**config.mk**
```make
export PLATFORM = sky130hd
export DESIGN_NAME = round_sequencer
export DESIGN_NICKNAME = d
export VERILOG_FILES = /design/src/rtl/round_sequencer.sv
export SDC_FILE = /design/constraint.sdc
export NUM_CORES = 1
export LEC_CHECK = 0
export ABC_AREA = 1
export BUFFER_PORTS_ARGS = -buffer_cell sky130_fd_sc_hd__buf_2
export CAP_MARGIN = 20
export CORE_AREA = 2 2 39 41
export DETAILED_ROUTE_END_ITERATION = 10
export DIE_AREA = 0 0 41 43
export HOLD_SLACK_MARGIN = 0.03
export RECOVER_POWER = 25
export SYNTH_ARGS = -nofsm -noshare
export SYNTH_HDL_FRONTEND = slang
export SYNTH_SLANG_ARGS = --single-unit
export TNS_END_PERCENT = 10
```
**constraint.sdc**
```tcl
create_clock -name CLK -period 3.87 [get_ports CLK]
set_clock_uncertainty 0.2 [all_clocks]
set_input_delay 0.774 -clock CLK [delete_from_list [all_inputs] [get_ports CLK]]
set_output_delay 0.774 -clock CLK [all_outputs]
set_load 0.01 [all_outputs]
```
**src/rtl/round_sequencer.sv**
```systemverilog
// Round sequencer: turns a level start request into one load strobe plus NUM_ROUNDS round enables.
// Optional stall input for the round phase is enabled by defining ROUND_STALL_EN.
module round_sequencer #(
    parameter int NUM_ROUNDS = 24,
    parameter int RND_W      = 5
) (
    input  logic             CLK,
    input  logic             RST,
    input  logic             State_start,
`ifdef ROUND_STALL_EN
    input  logic             Stall,
`endif
    output logic             Load_en,
    output logic             Round_en,
    output logic [RND_W-1:0] Round_idx,
    output logic             Busy,
    output logic             Done_flag
);

    localparam logic [1:0] S_IDLE  = 2'd0;
    localparam logic [1:0] S_LOAD  = 2'd1;
    localparam logic [1:0] S_ROUND = 2'd2;
    localparam logic [1:0] S_DONE  = 2'd3;

    // Comparison at RND_W width so NUM_ROUNDS = 2^RND_W ends on the all-ones index.
    localparam logic [RND_W-1:0] LAST_IDX = RND_W'(NUM_ROUNDS - 1);

    logic [1:0]       r_state;
    logic [RND_W-1:0] r_cnt;
    logic             r_load;
    logic             r_round_en;
    logic             r_busy;
    logic             r_done;

    logic [1:0]       w_state_nxt;
    logic [RND_W-1:0] w_cnt_nxt;
    logic             w_hold;
    logic             w_stall;

`ifdef ROUND_STALL_EN
    assign w_stall = Stall;
`else
    assign w_stall = 1'b0;
`endif

    // Next-state and round-counter selection; abort outranks stall and completion.
    always_comb begin
        w_state_nxt = r_state;
        w_cnt_nxt   = r_cnt;
        w_hold      = 1'b0;
        case (r_state)
            S_IDLE: begin
                w_cnt_nxt = {RND_W{1'b0}};
                if (State_start) begin
                    w_state_nxt = S_LOAD;
                end else begin
                    w_state_nxt = S_IDLE;
                end
            end
            S_LOAD: begin
                w_cnt_nxt = {RND_W{1'b0}};
                if (State_start) begin
                    w_state_nxt = S_ROUND;
                end else begin
                    w_state_nxt = S_IDLE;
                end
            end
            S_ROUND: begin
                if (!State_start) begin
                    w_state_nxt = S_IDLE;
                    w_cnt_nxt   = {RND_W{1'b0}};
                end else if (w_stall) begin
                    w_state_nxt = S_ROUND;
                    w_hold      = 1'b1;
                end else if (r_cnt == LAST_IDX) begin
                    w_state_nxt = S_DONE;
                    w_cnt_nxt   = {RND_W{1'b0}};
                end else begin
                    w_state_nxt = S_ROUND;
                    w_cnt_nxt   = r_cnt + RND_W'(1'b1);
                end
            end
            S_DONE: begin
                w_cnt_nxt = {RND_W{1'b0}};
                if (State_start) begin
                    w_state_nxt = S_DONE;
                end else begin
                    w_state_nxt = S_IDLE;
                end
            end
            default: begin
                w_state_nxt = S_IDLE;
                w_cnt_nxt   = {RND_W{1'b0}};
            end
        endcase
    end

    // State, counter and outputs are all registered from the next-state decode.
    always_ff @(posedge CLK or posedge RST) begin
        if (RST) begin
            r_state    <= S_IDLE;
            r_cnt      <= {RND_W{1'b0}};
            r_load     <= 1'b0;
            r_round_en <= 1'b0;
            r_busy     <= 1'b0;
            r_done     <= 1'b0;
        end else begin
            r_state    <= w_state_nxt;
            r_cnt      <= w_cnt_nxt;
            r_load     <= (w_state_nxt == S_LOAD);
            r_round_en <= (w_state_nxt == S_ROUND) && !w_hold;
            r_busy     <= (w_state_nxt == S_LOAD) || (w_state_nxt == S_ROUND);
            r_done     <= (w_state_nxt == S_DONE);
        end
    end

    assign Load_en   = r_load;
    assign Round_en  = r_round_en;
    assign Round_idx = r_cnt;
    assign Busy      = r_busy;
    assign Done_flag = r_done;

endmodule

```
After elaboration in Yosys (flattened, before gate mapping) --
Cells that the tools add are included.
Cells by class: equality and inequality tests 7, $add $sub $neg 1, reductions and logical operators 3, mux-type cells 9
Operators with widths (number):
- $mux W5 | 2
- $pmux W5 S2 | 1
- $eq A2 B2 Y1 const B | 4
- $pmux W2 S4 | 1
- $mux W2 | 3
- $add A5 B1 Y5 const B | 1
- $eq A5 B5 Y1 const B | 1
- $eq A2 B1 Y1 const B | 2
- $reduce_or A3 Y1 | 1
- $logic_not A2 Y1 | 1
- $mux W1 | 2
- $logic_or A1 B1 Y1 | 1
Storage, ports and cells: bits in registers 11, input bits 3

Logic depth before layout (Yosys ltp) --
Gate-level depths: netlist of the first run.
depth in word-level cells 6, gate-level depth with buffers 8, gate-level depth less buffers 8

Worst setup path before layout of the first run --
Ideal clock, no wire load.
kind input port to flip-flop, start input port State_start, end register r_busy (netlist: Busy), data arrival time 1.227 ns, stages 4, slack 2.331 ns, library setup time 0.113 ns, required time 3.557 ns, buffers on the path 0, path through o21ai_1 inv_1 ha_1 inv_1
On the way: word-level cells in the longest chain between the ends 4
RTL lines:
- start: declaration | RTL line 9 | input logic State_start,
- $mux W2 (on tied branches) | RTL line 85, 62, 69
- $pmux W2 S4 (*) | RTL line 51 | case (r_state)
- net w_state_nxt[1] | RTL line 35 | logic [1:0] w_state_nxt;
- $eq A2 B1 Y1 / $eq A2 B2 Y1 (equally long branches) | RTL line 112 | r_busy <= (w_state_nxt == S_LOAD) || (w_state_nxt == S_ROUND);
- $logic_or A1 B1 Y1 (*) | RTL line 112
- end signal: assignment | RTL line 112
- end: declaration | RTL line 32 | logic r_busy;
Mark *: on every way through the listed nets, which the timed path passes. The rest lies on a longest branch.

Worst setup path in the final report of the first run --
start register r_cnt[0] (netlist: Round_idx[0]), end output port Round_idx[0]
RTL lines:
- start: declaration | RTL line 29 | logic [RND_W-1:0] r_cnt;
- start signal: assignment | RTL line 102 | r_cnt <= {RND_W{1'b0}};
- start signal: assignment | RTL line 109 | r_cnt <= w_cnt_nxt;
- end: declaration | RTL line 15 | output logic [RND_W-1:0] Round_idx,
No word-level cell between the ends.

==> impl_results.md, run 1 <==
* Class of the worst hold path: primary input to asynchronous set/reset pin
* DPL Wire Length at about 600 µm
* Setup Viol. Count Final at 0
* Row count at 14
* Post-synth cell types at 14
* Count of instances resized after the clock tree is built at 0
* Placer congestion estimate at roughly 0.7
* Post-synthesis sequential area ratio at between 50% and 60%
* Buffers & Inverters on Critical Path at 1
* Fin worst setup slack at between 2000 and 2500 ps
* Count of cells along the worst register-to-register path at 6
* Area Growth Syn to Fin at 20.45%
* Crit path DAT at 850 ps
* Number of hold buffers added after cts at 0
* Number of violations reported at the end of detailed-routing iteration 0 at 2
* H-tree depth at 1
* Mean routed wirelength per cell at 9.482 µm
* Antenna violations before repair at 0
* Pwr dens at ~390 mW/mm²
* Net count of the mapped netlist at about 60
* Reg2reg setup slack at 2310 ps
* Max-Cap Viols at 0
* Max Freq at 547.7 MHz
* Critical path peak fanout at 5
* Global-route congestion overflow total at 0
* Ratio of routed vias to standard cells at 4.518
* Destination of the worst register-to-register timing path: Done_flag
* Top Family by Delay on Critical Path: flip-flops
* Synthesized area per cell at between 9 and 10 µm²
* Transition time of the tightest slew-check pin at 399.6 ps
* Number of antenna cells inserted at 0
* Residual DRC at 0
* Reg2Reg Launch Point: Round_idx[0]
* Die extent in x at about 40 µm
* Pre-CTS setup slack at 2116 ps
* Final cell count without fillers at 83
* # port buffers at 11
* Ordered list of cells on the worst path: buf_2
* Worst Setup End Kind: output port
* Proportion of layout cells with a drive suffix above 1 at 35.82%
* Fin crit share at 47.18%
* DIE HEIGHT at between 40 and 50 µm
* Number of placed I/O pins at 12
* TritonCTS clock tree: done
* Worst hold slack at ~270 ps
* Cell leakage power at roughly 0.00035 µW
* Total track usage at approximately 12%
* First-pass DRT Iterations at 4
* Clock sink count at 11
* Worst skew pair latency at between 200 and 300 ps
* CTS root buffer: clkbuf_4
* Setup crit end: Round_idx[0]
* Required time at the worst-slack endpoint at around 2900 ps
* Placed Cells at just under 80
* Cell area after technology mapping at ~500 µm²
* Startpoint of the worst setup timing path: Round_idx[0]
* Filler cells at between 150 and 200
* RSZ-0062 raised after global routing: false
* IR Drop Worst-Case VDD at 0.0002093 V
* Startpoint kind of the worst setup timing path: flop
* Vias at 375
* Nets@finish at 75
* Initial Utilization at a little over a third
* CTS clk-pin slew, worst paths at about 70 ps
* Worst path slowest cell: dfrtp_1
* Number of synthesized register bits at 11
* Synth warn at 0
* Worst-case clock buffer depth at 2
* Count of mapped cells out of synthesis at 52
* Setup Crit Path Kind: flop to output port
* Area of the placeable core at around 0.0014 mm²
* First-pass GRT wire length at ~1300 µm
* Status: finished clean
* Number of CTS-inserted buffers at 3
* Max-slew violations at 0
* Min Tclk post-route at about 1800 ps
* Total Neg Setup Slack at 0 ps
* Maximum number of pins on one net before global-route repair at 12
* Number of routed nets with antenna violations at 0
* Die area at 0.001763 mm²
* Total setup buffers inserted after CTS at 0
* Wirelength, routed at between 700 and 800 µm
* Hold Violations, Final at 0
* Cell depth of the worst setup path at 1
* Crit path largest cell delay at ~420 ps
* Relative slew margins at approximately three quarters
* Vias in the first global route at between 300 and 400
cell type report:
type / instances / area, µm² / area share (%)
sequential: 11 / 275.3 / 46.12
clock buffer: 4 / 26.28 / 4.403
inverter: 10 / 38.79 / 6.499
multi-input combinational: 31 / 181.4 / 30.40
tap: 16 / 20.02 / 3.354
timing repair buffer: 11 / 55.05 / 9.224
state kept, by name, summed over array words and instances (netlist names):
signal     cells
Busy           1
Done_flag      1
Load_en        1
Round_en       1
Round_idx      5
r_state        2
power by group:
part / switching [µW] / internal [µW]
Clock: 38.1 / 39.9
Sequential: 4.45 / 123
Combinational: 18.3 / 10.6
how the worst min path moves through the flow:
stage | to | slack [ps] | depth (start not counted)
final | Round_idx[4] | 270 | 2
after global routing | r_state[1] | 320 | 2
after CTS | r_state[1] | 290 | 2
after detailed placement | Round_idx[0] | 300 | 1
after global placement | Round_idx[0] | 300 | 1
after floorplan | Round_idx[0] | 320 | 1
cells in the final DEF, fill, tap and decap left out:
cell type / Yosys / final
dfrtp_1: 11 / 11
buf_2: 0 / 11
nand2_1: 9 / 9
inv_1: 7 / 7
nor2_1: 5 / 5
ha_1: 4 / 4
nand2_2: 3 / 3
nor2_2: 3 / 3
clkbuf_4: 0 / 3
inv_2: 2 / 2
o21ai_1: 2 / 2
a21oi_1: 2 / 2
clkinv_2: 1 / 1
nand4_1: 1 / 1
nand3_1: 1 / 1
nor3_2: 1 / 1
clkbuf_1: 0 / 1
worst register-to-register path: cells and delay by family, from the launching register on:
kind / cells / cell delay (ps)
AND/OR/NAND/NOR: 2 / 190
flip-flops: 1 / 420
adder cells (fa/ha/maj): 2 / 460
AO/OA/AOI/OAI: 1 / 110
buffers and inverters: 1 / 70
through the flow:
| stage | util, % | power (µW) | area, µm² |
|---|---|---|---|
| 4_1_cts | 43.13 | 239.1 | 596.8 |
| 2_1_floorplan | - | 148.4 | 495.5 |
| 3_3_place_gp | 41.23 | 159.9 | 570.5 |
| 6_report | 43.13 | 234.8 | 596.8 |
| 5_1_grt | 43.13 | 251.5 | 596.8 |
| 3_5_place_dp | 41.23 | 160.1 | 570.5 |
logic make-up after synthesis:
kind of cell,Yosys count,synth area share [%]
and+or+nand+nor,23,22.48
adders and majority gates,4,10.10
DFF,11,55.55
buffers and inverters,10,7.829
AOI/OAI and AO/OA,4,4.041
layer usage:
metal  up-vias  GRT usage [%]  wire [µm]
met1       171          14.19        332
met5         -              0          0
li1        190              -          -
met2        11          15.94        377
met3         3          4.712         54
met4         0          8.000         22
cells in the mapped netlist:
master    count  area, µm²
inv_1         7      26.28
inv_2         2      7.510
nor2_2        3      18.77
nand2_1       9      33.78
clkinv_2      1      5.000
dfrtp_1      11      275.3
ha_1          4      50.05
nor2_1        5      18.77
nor3_2        1      10.01
nand2_2       3      18.77
nand3_1       1      5.000
nand4_1       1      6.260
o21ai_1       2      10.01
a21oi_1       2      10.01
Power figures use the tool's default switching activity.
==> inputs of run 2 (changes only) <==
--- a/config.mk
+++ b/config.mk
@@ -5,7 +5,7 @@
 export SDC_FILE = /design/constraint.sdc
 export NUM_CORES = 1
 export LEC_CHECK = 0
-export ABC_AREA = 1
+export ABC_AREA = 0
 export BUFFER_PORTS_ARGS = -buffer_cell sky130_fd_sc_hd__buf_2
 export CAP_MARGIN = 20
 export CORE_AREA = 2 2 39 41
==> constraint.sdc (replaced) <==
create_clock -name CLK -period 1.6 [get_ports CLK]
set_clock_uncertainty 0.2 [all_clocks]
set_input_delay 0.32 -clock CLK [delete_from_list [all_inputs] [get_ports CLK]]
set_output_delay 0.32 -clock CLK [all_outputs]
set_load 0.01 [all_outputs]
==> impl_results.md, run 2 <==
* Proportion of layout cells with a drive suffix above 1 at 32.14%
* Crit path largest cell delay at approximately 380 ps
* Worst path slowest cell: dfrtp_1
* Library cell occupying the most area in the post-synthesis netlist: dfrtp_1
* Reg2Reg Launch Point: Round_idx[0]
* Die area at roughly 0.0018 mm²
* TritonCTS clock tree: done
* Maximum number of pins on one net before global-route repair at 12
* Hold Violations, Final at 0
* Area of the placeable core at 0.001384 mm²
* Startpoint of the worst setup timing path: Round_idx[0]
* Share of the synthesized area in the top cell type at about 60%
* Worst Setup End Kind: flop
* Transition time of the tightest slew-check pin at 398.4 ps
* Total track usage at approximately a tenth
* Async set or reset register ratio after synthesis at 100.0%
* Row count at 14
* Area Growth Syn to Fin at 28.85%
* Destination of the worst register-to-register timing path: Done_flag
* Cell internal pwr at 428.3 µW
* Clk network pwr share at between 30% and 40%
* Post-synth cell types at 14
* Vias in the first global route at approximately 270
* Number of violations reported at the end of detailed-routing iteration 0 at 5
* Critical path peak fanout at 3
* Residual DRC at 0
* First-pass DRT Iterations at 2
* Switching portion of total power at 23.79%
* Overall power after layout at about 560 µW
* Vias at about 320
* Net count of the mapped netlist at 45
* Instance count along the most critical hold path at 3
* RSZ-0062 raised after global routing: false
* Count of mapped cells out of synthesis at 38
* Crit path DAT at about 1500 ps
* Max-slew violations at 0
* Worst-case clock buffer depth at 2
* Global-route congestion overflow total at 0
* Class of the worst hold path: primary input to flop
* Antenna violations before repair at 0
* Min Tclk post-route at 1505 ps
* Relative slew margins at 73.41%
* Ranking of synthesized cells by area: dfrtp_1, ha_1, nand4b_1
* Reg2reg setup slack at approximately 95 ps
* Sequential share of power at 54.7%
* Setup crit end: Done_flag
* Die extent in x at 41 µm
* Post-synthesis sequential area ratio at 60.44%
* CTS clk-pin slew, worst paths at roughly 60 ps
* Cell area after technology mapping at 455.4 µm²
* Part of the total power dissipated in combinational logic at around an eighth
* Wirelength, routed at ~700 µm
* Mean routed wirelength per cell at between 9 and 10 µm
* Total Neg Setup Slack at 0 ps
* Flip-flop count of the largest register, all copies and words added at 5
* Count of cells along the worst register-to-register path at 5
* Placer congestion estimate at 0.6851
* Net load switching power at ~130 µW
* First-pass GRT wire length at approximately 1100 µm
* H-tree depth at 1
* Top cell types by occurrence after synthesis: dfrtp_1, ha_1, nand2_1
* Pwr dens at 957.7 mW/mm²
* Ratio of routed vias to standard cells at ~4.5
* Startpoint kind of the worst setup timing path: flop
* Worst skew pair latency at 260 ps
* Critical Path Most Common Cell: ha_1
* Filler cells at around 150
* Fin crit share at 94.05%
* CTS root buffer: clkbuf_4
* DPL Wire Length at between 500 and 600 µm
* Total setup buffers inserted after CTS at 0
* Setup Viol. Count Final at 0
* Flip-flop cell with the highest count after synthesis: dfrtp_1
* Synth warn at 0
* Most frequent cell after synthesis: dfrtp_1
* Number of placed I/O pins at 12
* DIE HEIGHT at between 40 and 50 µm
* Leading cell types in the layout, fill and taps excluded: dfrtp_1, buf_2, nand2_1, ha_1
* IR Drop Worst-Case VDD at 0.0004669 V
* Max-Cap Viols at 0
* Status: finished clean
* Nets@finish at 64
* Setup Crit Path Kind: flop to flop
* Ordered list of cells on the worst path: ha_1 -> nand4b_1 -> nand2_1 -> and3_4 -> ha_1
* Number of routed nets with antenna violations at 0
* Number of antenna cells inserted at 0
* Max Freq at approximately 660 MHz
* Synthesized area per cell at 11.99 µm²
* Count of flip-flops with a built-in enable after synthesis at 0
* Clock sink count at 11
* # port buffers at 11
* Initial Utilization at 32.91%
* Number of CTS-inserted buffers at 3
* Number of synthesized register bits at 11
* Cell leakage power at ~0.00032 µW
* Required time at the worst-slack endpoint at 1550 ps
## run 2: changes by cell type after synthesis, sizes merged, moves of 2 or more
| cell | previous run | this run |
|---|---|---|
| and3 | 0 | 2 |
| inv | 9 | 3 |
| nand2 | 12 | 4 |
| nand3 | 1 | 3 |
| nand4b | 0 | 2 |
| nor2 | 8 | 3 |
## run 2: area by class of cell
type / count / area, µm² / area share, %
clock buffer: 4 / 26.28 / 4.478
sequential: 11 / 275.3 / 46.91
multi-input combinational: 24 / 173.9 / 29.64
timing repair buffer: 14 / 80.08 / 13.65
tap: 16 / 20.02 / 3.412
inverter: 3 / 11.26 / 1.919
## run 2: how the worst min path moves through the flow
stage | slack (ps) | startpoint | end
after floorplan | -30 | RST | Busy
after global placement | 120 | RST | Round_en
after detailed placement | 120 | RST | Round_en
after CTS | 130 | State_start | Round_idx[2]
after global routing | 160 | State_start | Round_idx[4]
final | 140 | State_start | Round_idx[2]
## run 2: critical path, delay by kind of cell, from the launching register on
kind                       cells  cell delay (ps)
and+or+nand+nor                3              420
DFF                            1              380
adders and majority gates      2              400
## run 2: power groups by stage
stage	logic [µW]	clock network, µW	registers, µW
after floorplan	33.2	0	322
after detailed placement	70.8	0	313
final	73.8	181	307
after global placement	69.8	0	313
after global routing	85.2	205	309
after CTS	73.0	190	308
## run 2: per-stage QoR
stage / setup slack (ps) / cells / hold slack [ps] / util [%] / cell area, µm²
global placement: 82.06 / 67 / 119.9 / 39.42 / 545.5
CTS: 61.83 / 72 / 132.5 / 42.04 / 581.8
finish: 95.21 / 72 / 141.1 / 42.41 / 586.8
detailed placement: 74.50 / 67 / 122.8 / 39.42 / 545.5
floorplan: 42.03 / 38 / -27.56 / - / 455.4
global route: 27.82 / 72 / 164.2 / 42.41 / 586.8
## run 2: cells by family (layout without fill, tap and decap cells)
| family | Yosys count | after routing | synth area share (%) |
|---|---|---|---|
| xor+xnor | 2 | 2 | 3.847 |
| fa+ha+maj | 4 | 4 | 10.99 |
| simple gates | 16 | 16 | 20.05 |
| compound gates | 2 | 2 | 2.196 |
| flops | 11 | 11 | 60.44 |
| buf+inv | 3 | 21 | 2.472 |
## run 2: routing by layer
metal  GRT usage, %  up-vias  share of wire [%]
met5              0        -                  0
met4          8.000        0                2.4
met3          4.712        4                7.5
met1          11.86      147                 46
li1               -      163                  -
met2          12.81       10                 44
## run 2: repair_timing
action | CTS | global route
endpoints found under the setup margin | 0 | 2
hold buffers | 1 | 0
endpoints found under the hold margin | 11 | 0
gates resized for setup | 0 | 1
